===== src/rtl/nfp_pkg.sv =====
// Shared widths and types for the noise-free-pixel accumulator and the mean stage.
package nfp_pkg;

  localparam int unsigned PIX_W = 8;
  localparam int unsigned SUM_W = 11;
  localparam int unsigned CNT_W = 4;
  localparam int unsigned WIN_N = 9;
  localparam int unsigned IDX_W = 4;

  localparam logic [IDX_W-1:0] IDX_CTR  = IDX_W'(0);
  localparam logic [IDX_W-1:0] IDX_LAST = IDX_W'(WIN_N - 1);

  typedef logic [PIX_W-1:0] pix_t;

  typedef struct packed {
    logic [SUM_W-1:0] sum;
    logic [CNT_W-1:0] cnt;
    pix_t             ctr_pix;
    logic             ctr_noisy;
  } nfp_bundle_t;

  typedef enum logic {
    SLOT_EMPTY = 1'b0,
    SLOT_FULL  = 1'b1
  } slot_state_e;

endpackage


===== src/rtl/nfp_accum_noise_det.sv =====
// Salt-and-pepper classifier: flags a pixel equal to either extreme noise value.
module noise_det
  import nfp_pkg::*;
#(
  parameter pix_t NOISE_LO = 8'd0,
  parameter pix_t NOISE_HI = 8'd255
) (
  input  pix_t pix,
  output logic noisy_c
);

  assign noisy_c = (pix == NOISE_LO) || (pix == NOISE_HI);

endmodule


===== src/rtl/nfp_accum.sv =====
// Window front-end: serial 3x3 window in, sum/count of clean neighbours plus
// centre pixel and its noise flag out, with a single-entry output slot.
module nfp_accum
  import nfp_pkg::*;
#(
  parameter pix_t NOISE_LO = 8'd0,
  parameter pix_t NOISE_HI = 8'd255
) (
  input  logic             clk,
  input  logic             rst,
  input  logic [PIX_W-1:0] pix_in,
  input  logic             pix_valid,
  output logic             pix_ready,
  output logic [SUM_W-1:0] nfp_sum,
  output logic [CNT_W-1:0] nfp_cnt,
  output logic [PIX_W-1:0] ctr_pix,
  output logic             ctr_noisy,
  output logic             out_valid,
  input  logic             out_ready
);

  slot_state_e      state_q;
  slot_state_e      state_nxt_c;
  logic [IDX_W-1:0] idx_q;
  logic [SUM_W-1:0] sum_acc;
  logic [CNT_W-1:0] cnt_acc;
  pix_t             ctr_pix_acc;
  logic             ctr_noisy_acc;
  nfp_bundle_t      out_q;

  logic             pix_noisy_c;
  logic             accept_c;
  logic             last_c;
  logic             load_c;
  logic [SUM_W-1:0] sum_add_c;
  logic [CNT_W-1:0] cnt_add_c;

  noise_det #(
    .NOISE_LO (NOISE_LO),
    .NOISE_HI (NOISE_HI)
  ) u_noise_det (
    .pix     (pix_in),
    .noisy_c (pix_noisy_c)
  );

  // Stall only when the closing pixel would overwrite an unconsumed bundle.
  assign last_c    = (idx_q == IDX_LAST);
  assign pix_ready = !(last_c && out_valid && !out_ready);
  assign accept_c  = pix_valid && pix_ready;

  // Running totals including the current pixel when it is clean.
  always_comb begin
    sum_add_c = sum_acc;
    cnt_add_c = cnt_acc;
    if (!pix_noisy_c) begin
      sum_add_c = sum_acc + SUM_W'(pix_in);
      cnt_add_c = cnt_acc + CNT_W'(1);
    end
  end

  always_ff @(posedge clk or posedge rst) begin
    if (rst) begin
      idx_q <= IDX_CTR;
    end else if (accept_c) begin
      idx_q <= last_c ? IDX_CTR : idx_q + IDX_W'(1);
    end
  end

  // Centre pixel opens a window and is excluded from the sum.
  always_ff @(posedge clk or posedge rst) begin
    if (rst) begin
      sum_acc       <= '0;
      cnt_acc       <= '0;
      ctr_pix_acc   <= '0;
      ctr_noisy_acc <= 1'b0;
    end else if (accept_c) begin
      if (idx_q == IDX_CTR) begin
        sum_acc       <= '0;
        cnt_acc       <= '0;
        ctr_pix_acc   <= pix_in;
        ctr_noisy_acc <= pix_noisy_c;
      end else begin
        sum_acc <= sum_add_c;
        cnt_acc <= cnt_add_c;
      end
    end
  end

  // Output slot state register.
  always_ff @(posedge clk or posedge rst) begin
    if (rst) begin
      state_q <= SLOT_EMPTY;
    end else begin
      state_q <= state_nxt_c;
    end
  end

  // Output slot next state; a closing accept refills the slot even while draining.
  always_comb begin
    state_nxt_c = state_q;
    case (state_q)
      SLOT_EMPTY: if (accept_c && last_c) state_nxt_c = SLOT_FULL;
      SLOT_FULL: begin
        if (accept_c && last_c) state_nxt_c = SLOT_FULL;
        else if (out_ready)     state_nxt_c = SLOT_EMPTY;
      end
      default: state_nxt_c = SLOT_EMPTY;
    endcase
  end

  // Output slot decode.
  always_comb begin
    load_c = 1'b0;
    if (accept_c && last_c) load_c = 1'b1;
  end

  always_ff @(posedge clk or posedge rst) begin
    if (rst) begin
      out_q <= '0;
    end else if (load_c) begin
      out_q <= '{sum: sum_add_c, cnt: cnt_add_c,
                 ctr_pix: ctr_pix_acc, ctr_noisy: ctr_noisy_acc};
    end
  end

  assign out_valid = (state_q == SLOT_FULL);
  assign nfp_sum   = out_q.sum;
  assign nfp_cnt   = out_q.cnt;
  assign ctr_pix   = out_q.ctr_pix;
  assign ctr_noisy = out_q.ctr_noisy;

endmodule


===== config.mk =====
export PLATFORM = sky130hd
export DESIGN_NAME = nfp_accum
export DESIGN_NICKNAME = d
export VERILOG_FILES = /design/src/rtl/nfp_pkg.sv /design/src/rtl/nfp_accum_noise_det.sv /design/src/rtl/nfp_accum.sv
export SDC_FILE = /design/constraint.sdc
export NUM_CORES = 1
export LEC_CHECK = 0
export BUFFER_PORTS_ARGS = -buffer_cell sky130_fd_sc_hd__buf_2
export CELL_PAD_IN_SITES_DETAIL_PLACEMENT = 1
export CELL_PAD_IN_SITES_GLOBAL_PLACEMENT = 1
export CORE_ASPECT_RATIO = 0.6
export CORE_MARGIN = 2
export CORE_UTILIZATION = 35
export DETAILED_ROUTE_END_ITERATION = 8
export GPL_TIMING_DRIVEN = 1
export PLACE_DENSITY = 0.66
export SLEW_MARGIN = 20
export SYNTH_ARGS = -nofsm -noshare
export SYNTH_HDL_FRONTEND = slang
export SYNTH_SLANG_ARGS = --single-unit

===== constraint.sdc =====
create_clock -name clk -period 2.3 [get_ports clk]
set_clock_uncertainty 0.05 [all_clocks]
set_input_delay 0.115 -clock clk [delete_from_list [all_inputs] [get_ports clk]]
set_output_delay 0.115 -clock clk [all_outputs]
set_load 0.005 [all_outputs]

==> results of run 1 <==
Yosys cell counts (all sizes together), types with 5 or more instances:
| master | instances | area share |
|---|---|---|
| inv | 6 | 0.0083 |
| nand4 | 5 | 0.012 |
| o21ai | 23 | 0.044 |
| mux2i | 9 | 0.033 |
| dfrtp | 53 | 0.49 |
| a22o | 9 | 0.029 |
| a21oi | 13 | 0.028 |
| xnor2 | 7 | 0.023 |
| xor2 | 5 | 0.016 |
| nand2 | 28 | 0.045 |
| mux2 | 18 | 0.075 |
| ha | 11 | 0.051 |
| nand3 | 6 | 0.011 |
sequential cells by signal, summed over array words and instances, names as in the netlist:
signal	cells
nfp_cnt	4
idx_q	4
ctr_noisy_acc	1
nfp_sum	11
cnt_acc	4
ctr_pix_acc	8
ctr_noisy	1
out_valid	1
sum_acc	11
ctr_pix	8
metrics by stage:
stage	util	total power, mW	cells
final	0.438	4.09	386
after CTS	0.438	4.14	386
after global routing	0.438	4.43	386
after global placement	0.413	3.19	377
after detailed placement	0.413	3.24	377
after floorplan	-	2.70	234
cell type report:
class,count,area (sq um)
flip-flops and latches,53,1330
repair buffers,47,263
inverters,6,22.5
clock inverters,3,46.3
well taps,104,130
multi-input cells,168,1310
fillers,839,4130
clock buffers,5,125
worst reg2reg max path, cell delays in order, from the launching register on:
cell     delay, ns
dfrtp_1       0.40
ha_1          0.21
fa_1          0.40
nand3_1       0.15
nand2_1       0.10
a31oi_1       0.22
xnor2_1       0.17
mux2i_1       0.11
o21ai_0       0.17
power groups by stage:
stage | combinational, mW | sequential, mW | clock [mW]
floorplan | 1.09 | 1.60 | 0
global placement | 1.56 | 1.63 | 0
detailed placement | 1.60 | 1.64 | 0
CTS | 1.61 | 1.63 | 0.898
global route | 1.80 | 1.69 | 0.943
finish | 1.59 | 1.63 | 0.879
worst max path at each step:
stage / startpoint / end / slack (ns) / depth (start not counted)
2_1_floorplan: idx_q[0] / ctr_pix_acc[0] / 0.38 / 6
3_3_place_gp: sum_acc[3] / sum_acc[10] / 0.28 / 7
3_5_place_dp: sum_acc[0] / nfp_sum[6] / 0.27 / 8
4_1_cts: sum_acc[2] / sum_acc[9] / 0.23 / 7
5_1_grt: sum_acc[0] / nfp_sum[6] / 0.02 / 8
6_report: sum_acc[0] / nfp_sum[6] / 0.23 / 8
routing by layer:
metal / up-vias / track usage / routed length [um]
li1: 934 / - / -
met2: 37 / 0.227 / 2540
met4: 0 / 0.0348 / 46
met3: 8 / 0.0393 / 247
met5: - / 0 / 0
met1: 941 / 0.237 / 3340
kinds of logic after synthesis:
kind of cell               count (synthesis)  synth area share
muxes                                     27             0.108
DFF                                       53             0.491
AOI/OAI and AO/OA                         58             0.143
xor gates and xnor gates                  12            0.0389
adders and majority gates                 12            0.0584
buffers and inverters                     13            0.0232
and+or+nand+nor                           59             0.137
repair_timing:
| item | 4_1_cts | 5_1_grt |
|---|---|---|
| setup buffers | 0 | 0 |
| resized for setup | 0 | 0 |
| hold buffers | 1 | 0 |
| endpoints found under the hold margin | 22 | 0 |
==> metrics.md, run 1 <==
| Metric | Value |
|---|---|
| Period Utilization, post-route | 0.899 |
| Initial core utilization | 0.367 |
| I/O pin count | 38 |
| DR vias/cell | 4.97 |
| TritonCTS clock tree | built |
| Logic pwr share | 0.388 |
| Commonest non-fill, non-tap cell in the layout | dfrtp_1 |
| Fin crit period | 2.07 ns |
| Reg power frac | 0.397 |
| Crit path max-delay family | adder cells |
| Pwr Density | 1270 nW/um^2 |
| CP Max Fanout | 3 |
| Pins Over Slew Limit | 0 |
| First-pass detailed-route iteration total | 4 |
| Clk pwr share | 0.215 |
| Status | finished clean |
| Reg-to-Reg Start | sum_acc[0] |
| Max-slew headroom | 0.655 |
| Post-synthesis sequential area ratio | 0.491 |
| Final hold violation count | 0 |
| Crit path max-delay cell type | dfrtp_1 |
| Worst setup margin | 0.232 ns |
| Die width | around 120 um |
| Number of global-route vias before repair | 1979 |
| Global route overflow | 0 |
| Post-synth EDFFs | 0 |
| CP Launch Type | register |
| Most frequent cells in the layout | dfrtp_1 (53), buf_2 (37), nand2_1 (26) |
| LEAKAGE | about 1.6 nW |
| Async S/R FF share, synth | 1.00 |
| Buf/Inv on CP | 0 |
| Ant. Diodes | 0 |
| Sink of the worst hold path | out_valid |
| I/O Buffers | 37 |
| Routed Antenna Nets | 0 |
| CTS sink cnt | 53 |
| Final Instance Area | around 3200 sq um |
| Syn avg cell area | approximately 12 sq um |
| DRC violations left | 0 |
| First-pass GRT wire length | 10400 um |
| DR vias | 1920 |
| Max clock buf depth | 2 |
| Die height | slightly above 70 um |
| Hold path start | out_ready |
| Hold Crit Depth | 3 |
| Clock Latency Late Sink | 0.30 ns |
| Crit end category | register |
| Setup WS pre-CTS | 0.273 ns |
| Drt wl/cell | 16.0 um |
| H-Tree Depth | 2 |
| Hold Path Class | in2reg |
| Synth Flop Type | dfrtp_1 |
| NetSw | 1.44 mW |
| Share of cells above drive strength 1 | 0.305 |
| Root buf cell | clkbuf_16 |
| Initial DRC Count | 66 |
| GRT Util Overall | 0.157 |
| Nets@finish | 305 |
| Worst slew pin tran | 0.517 ns |
| Worst ir drop on vdd | 0.458 mV |
| Rows | 24 |
| CTS clk-pin slew, worst paths | 0.07 ns |
| Yosys warning total | 0 |
| Largest net degree at the start of global routing | 25 |
| Worst hold margin | 0.0633 ns |
| Placer Congestion | 0.751 |
| Crit-path cells | ha_1 > fa_1 > nand3_1 > nand2_1 > a31oi_1 > xnor2_1 > mux2i_1 > o21ai_0 |
| Setup violations, final | 0 |
| FMAX | 0.484 GHz |
| Setup TNS | 0 ns |
| Die area | approximately 8500 sq um |
| Setup slack, reg-to-reg | 0.23 ns |
| WL final | approximately 6200 um |
| Mapped Area | around 2700 sq um |
| CP required | 2.46 ns |
| Worst R2R End | nfp_sum[6] |
| Crit path DAT | 2.23 ns |
| Sw Ratio | 0.353 |
| TritonCTS Buffers | 5 |
| R2R depth | 8 |
| Syn Nets | 258 |
| DP Wirelength | roughly 4700 um |
| Distinct cells, synth | 44 |
| Synth Register Bits | 53 |
| Initial antenna violation count | 0 |
| Kind of critical path | reg2reg |
| Area Growth Syn to Fin | 19.4% |
| Max cap viols | 0 |
| CP max stage delay | 0.40 ns |
| Core box area | 7360 sq um |
| Cell Area, Placed | 3040 sq um |
| Mapped Cells | 234 |
| RSZ-0062 raised after global routing | no |
| Pint | ~2.6 mW |
(Power assumes the default switching activity.)
==> run 2: changes to the inputs <==
Settings changed: CORE_UTILIZATION 35 to 40, PLACE_DENSITY 0.66 to 0.76.
Clock period 2.3 ns to 1.8 ns, I/O delays scaled along.
==> metrics.md, run 2 (synthesis gave the netlist of run 1 again) <==
| Metric | Value |
|---|---|
| Share of cells above drive strength 1 | 0.491 (+0.186) |
| Nets@finish | 351 (+15%) |
| RSZ-0062 raised after global routing | yes |
| WL final | 8180 um (+32%) |
| Initial DRC Count | 69 (+4.5%) |
| TritonCTS clock tree | built |
| CP Max Fanout | 4 (+1) |
| CP Launch Type | register |
| First-pass detailed-route iteration total | 4 (unchanged) |
| Placer Congestion | 0.826 (+10%) |
| Rows | 23 (-4.2%) |
| Period Utilization, post-route | 1.14 (+0.245) |
| FMAX | 0.485 GHz (+0.39%) |
| Worst ir drop on vdd | 0.669 mV (+46%) |
| First-pass GRT wire length | 11900 um (+15%) |
| Pwr Density | 1600 nW/um^2 (+26%) |
| Ant. Diodes | 0 (unchanged) |
| GRT Util Overall | 0.218 (+0.0603) |
| Die width | 110 um (-6.2%) |
| Clock Latency Late Sink | 0.31 ns (about the same) |
| Worst setup margin | -0.260 ns (-0.492 ns) |
| Pins Over Slew Limit | 0 (unchanged) |
| DR vias/cell | 5.30 (+6.6%) |
| Die height | 67.6 um (-6.1%) |
| Root buf cell | clkbuf_8 |
| Global route overflow | 0 (unchanged) |
| DP Wirelength | 5120 um (+9.5%) |
| DRC violations left | 0 (unchanged) |
| Fin crit period | 2.06 ns (-0.00812 ns) |
| TritonCTS Buffers | 5 (unchanged) |
| # fillers | 706 (-16%) |
| Drt wl/cell | 19.7 um (+23%) |
| I/O Buffers | 37 (unchanged) |
| CTS clk-pin slew, worst paths | 0.09 ns (+0.02 ns) |
| Core box area | 6590 sq um (-10%) |
| CP required | 1.99 ns (-0.47 ns) |
| Most frequent cells in the layout | dfrtp_1 (52), buf_4 (47), buf_2 (37) |
| Violated checks | negative setup slack |
| Area Growth Syn to Fin | 40.5% |
| Status | finished with violations |
| Die area | 7440 sq um (-12%) |
| Routed Antenna Nets | 0 (unchanged) |
| LEAKAGE | 1.84 nW (+16%) |
| Final hold violation count | 0 (unchanged) |
| DR vias | 2200 (+15%) |
| H-Tree Depth | 2 (unchanged) |
| Crit end category | register |
| I/O pin count | 38 (unchanged) |
| Largest net degree at the start of global routing | 40 (+60%) |
| Worst slew pin tran | 0.449 ns (-0.0681 ns) |
| Hold Path Class | in2reg |
| Max-slew headroom | 0.700 (+0.0455) |
| Total chip power | 6.05 mW (+48%) |
| Initial antenna violation count | 0 (unchanged) |
| Commonest non-fill, non-tap cell in the layout | dfrtp_1 |
| CTS sink cnt | 53 (unchanged) |
| Initial core utilization | 0.410 (+0.0427) |
| Setup violations, final | 12 (+12) |
| Number of global-route vias before repair | 2271 (+15%) |
| Max cap viols | 0 (unchanged) |
| Crit path DAT | 2.25 ns (+0.02 ns) |
| Kind of critical path | reg2reg |
| Max clock buf depth | 2 (unchanged) |
| Setup WS pre-CTS | -0.255 ns (-0.527 ns) |
## run 2: cell types whose count changed in the layout (fill, tap and decap cells not counted), sizes merged
cell | previous run | this run
clkinv | 1 | 0
clkbuf | 5 | 8
buf | 46 | 91
bufinv | 1 | 0
## run 2: final timing paths
path / start / to / slack [ns] / depth (start not counted)
max in group asynchronous: rst / sum_acc[9] / 0.83 / 4
setup / recovery: sum_acc[6] / sum_acc[10] / -0.26 / 7
hold reg to reg: nfp_sum[0] / nfp_sum[0] / 0.43 / 2
hold / removal: out_ready / out_valid / 0.07 / 3
setup reg to reg: sum_acc[6] / sum_acc[10] / -0.26 / 7
min in group asynchronous: rst / ctr_pix[0] / 0.29 / 3
## run 2: where the power goes
group | internal (mW) | total, mW | switching (mW)
Sequential | 1.72 | 2.11 | 0.396
Clock | 0.276 | 0.669 | 0.393
Combinational | 1.77 | 3.27 | 1.49
Total | 3.77 | 6.05 | 2.28
## run 2: repair_timing
action                                  CTS  global route
buffers inserted                         11             4
pin swaps                                13             7
gates resized for setup                  29            16
hold buffers                              1             0
endpoints found under the setup margin   29            31
endpoints found under the hold margin    18             0
cloned                                    0             1
## run 2: per-stage QoR
step | instance area (sq um) | util | setup TNS, ns | instances | hold slack, ns
final | 3790 | 0.575 | -1.61 | 415 | 0.0732
after global routing | 3790 | 0.575 | -2.99 | 415 | 0.0961
after CTS | 3670 | 0.556 | -0.657 | 410 | 0.00555
after detailed placement | 3310 | 0.502 | -2.46 | 390 | 0.0835
after global placement | 3310 | 0.502 | -0.993 | 390 | 0.0711
after floorplan | 2710 | - | 0 | 234 | 0.192
## run 2: layout make-up
cell class | instances | area, sq um | area share
Clock inverter | 1 | 7.51 | 0.00198
Timing Repair Buffer | 93 | 687 | 0.181
Sequential cell | 53 | 1330 | 0.350
Multi-Input combinational cell | 168 | 1560 | 0.412
Tap cell | 87 | 109 | 0.0287
Clock buffer | 7 | 76.3 | 0.0201
Inverter | 6 | 22.5 | 0.00594
## run 2: metal layers
metal,track usage,up-vias,part of all wire
met1,0.291,1123,0.46
met5,0,-,0
met4,0.0506,0,0.0094
met3,0.0386,9,0.026
li1,-,1030,-
met2,0.370,38,0.50
## run 2: worst max-delay path: stages (launching register included)
cell and delay, ns:
dfrtp_1 0.43, ha_4 0.32, nand4_1 0.13, a21oi_2 0.20, and3b_2 0.24, nand4b_4 0.19
or3_1 0.35, o21ai_1 0.08
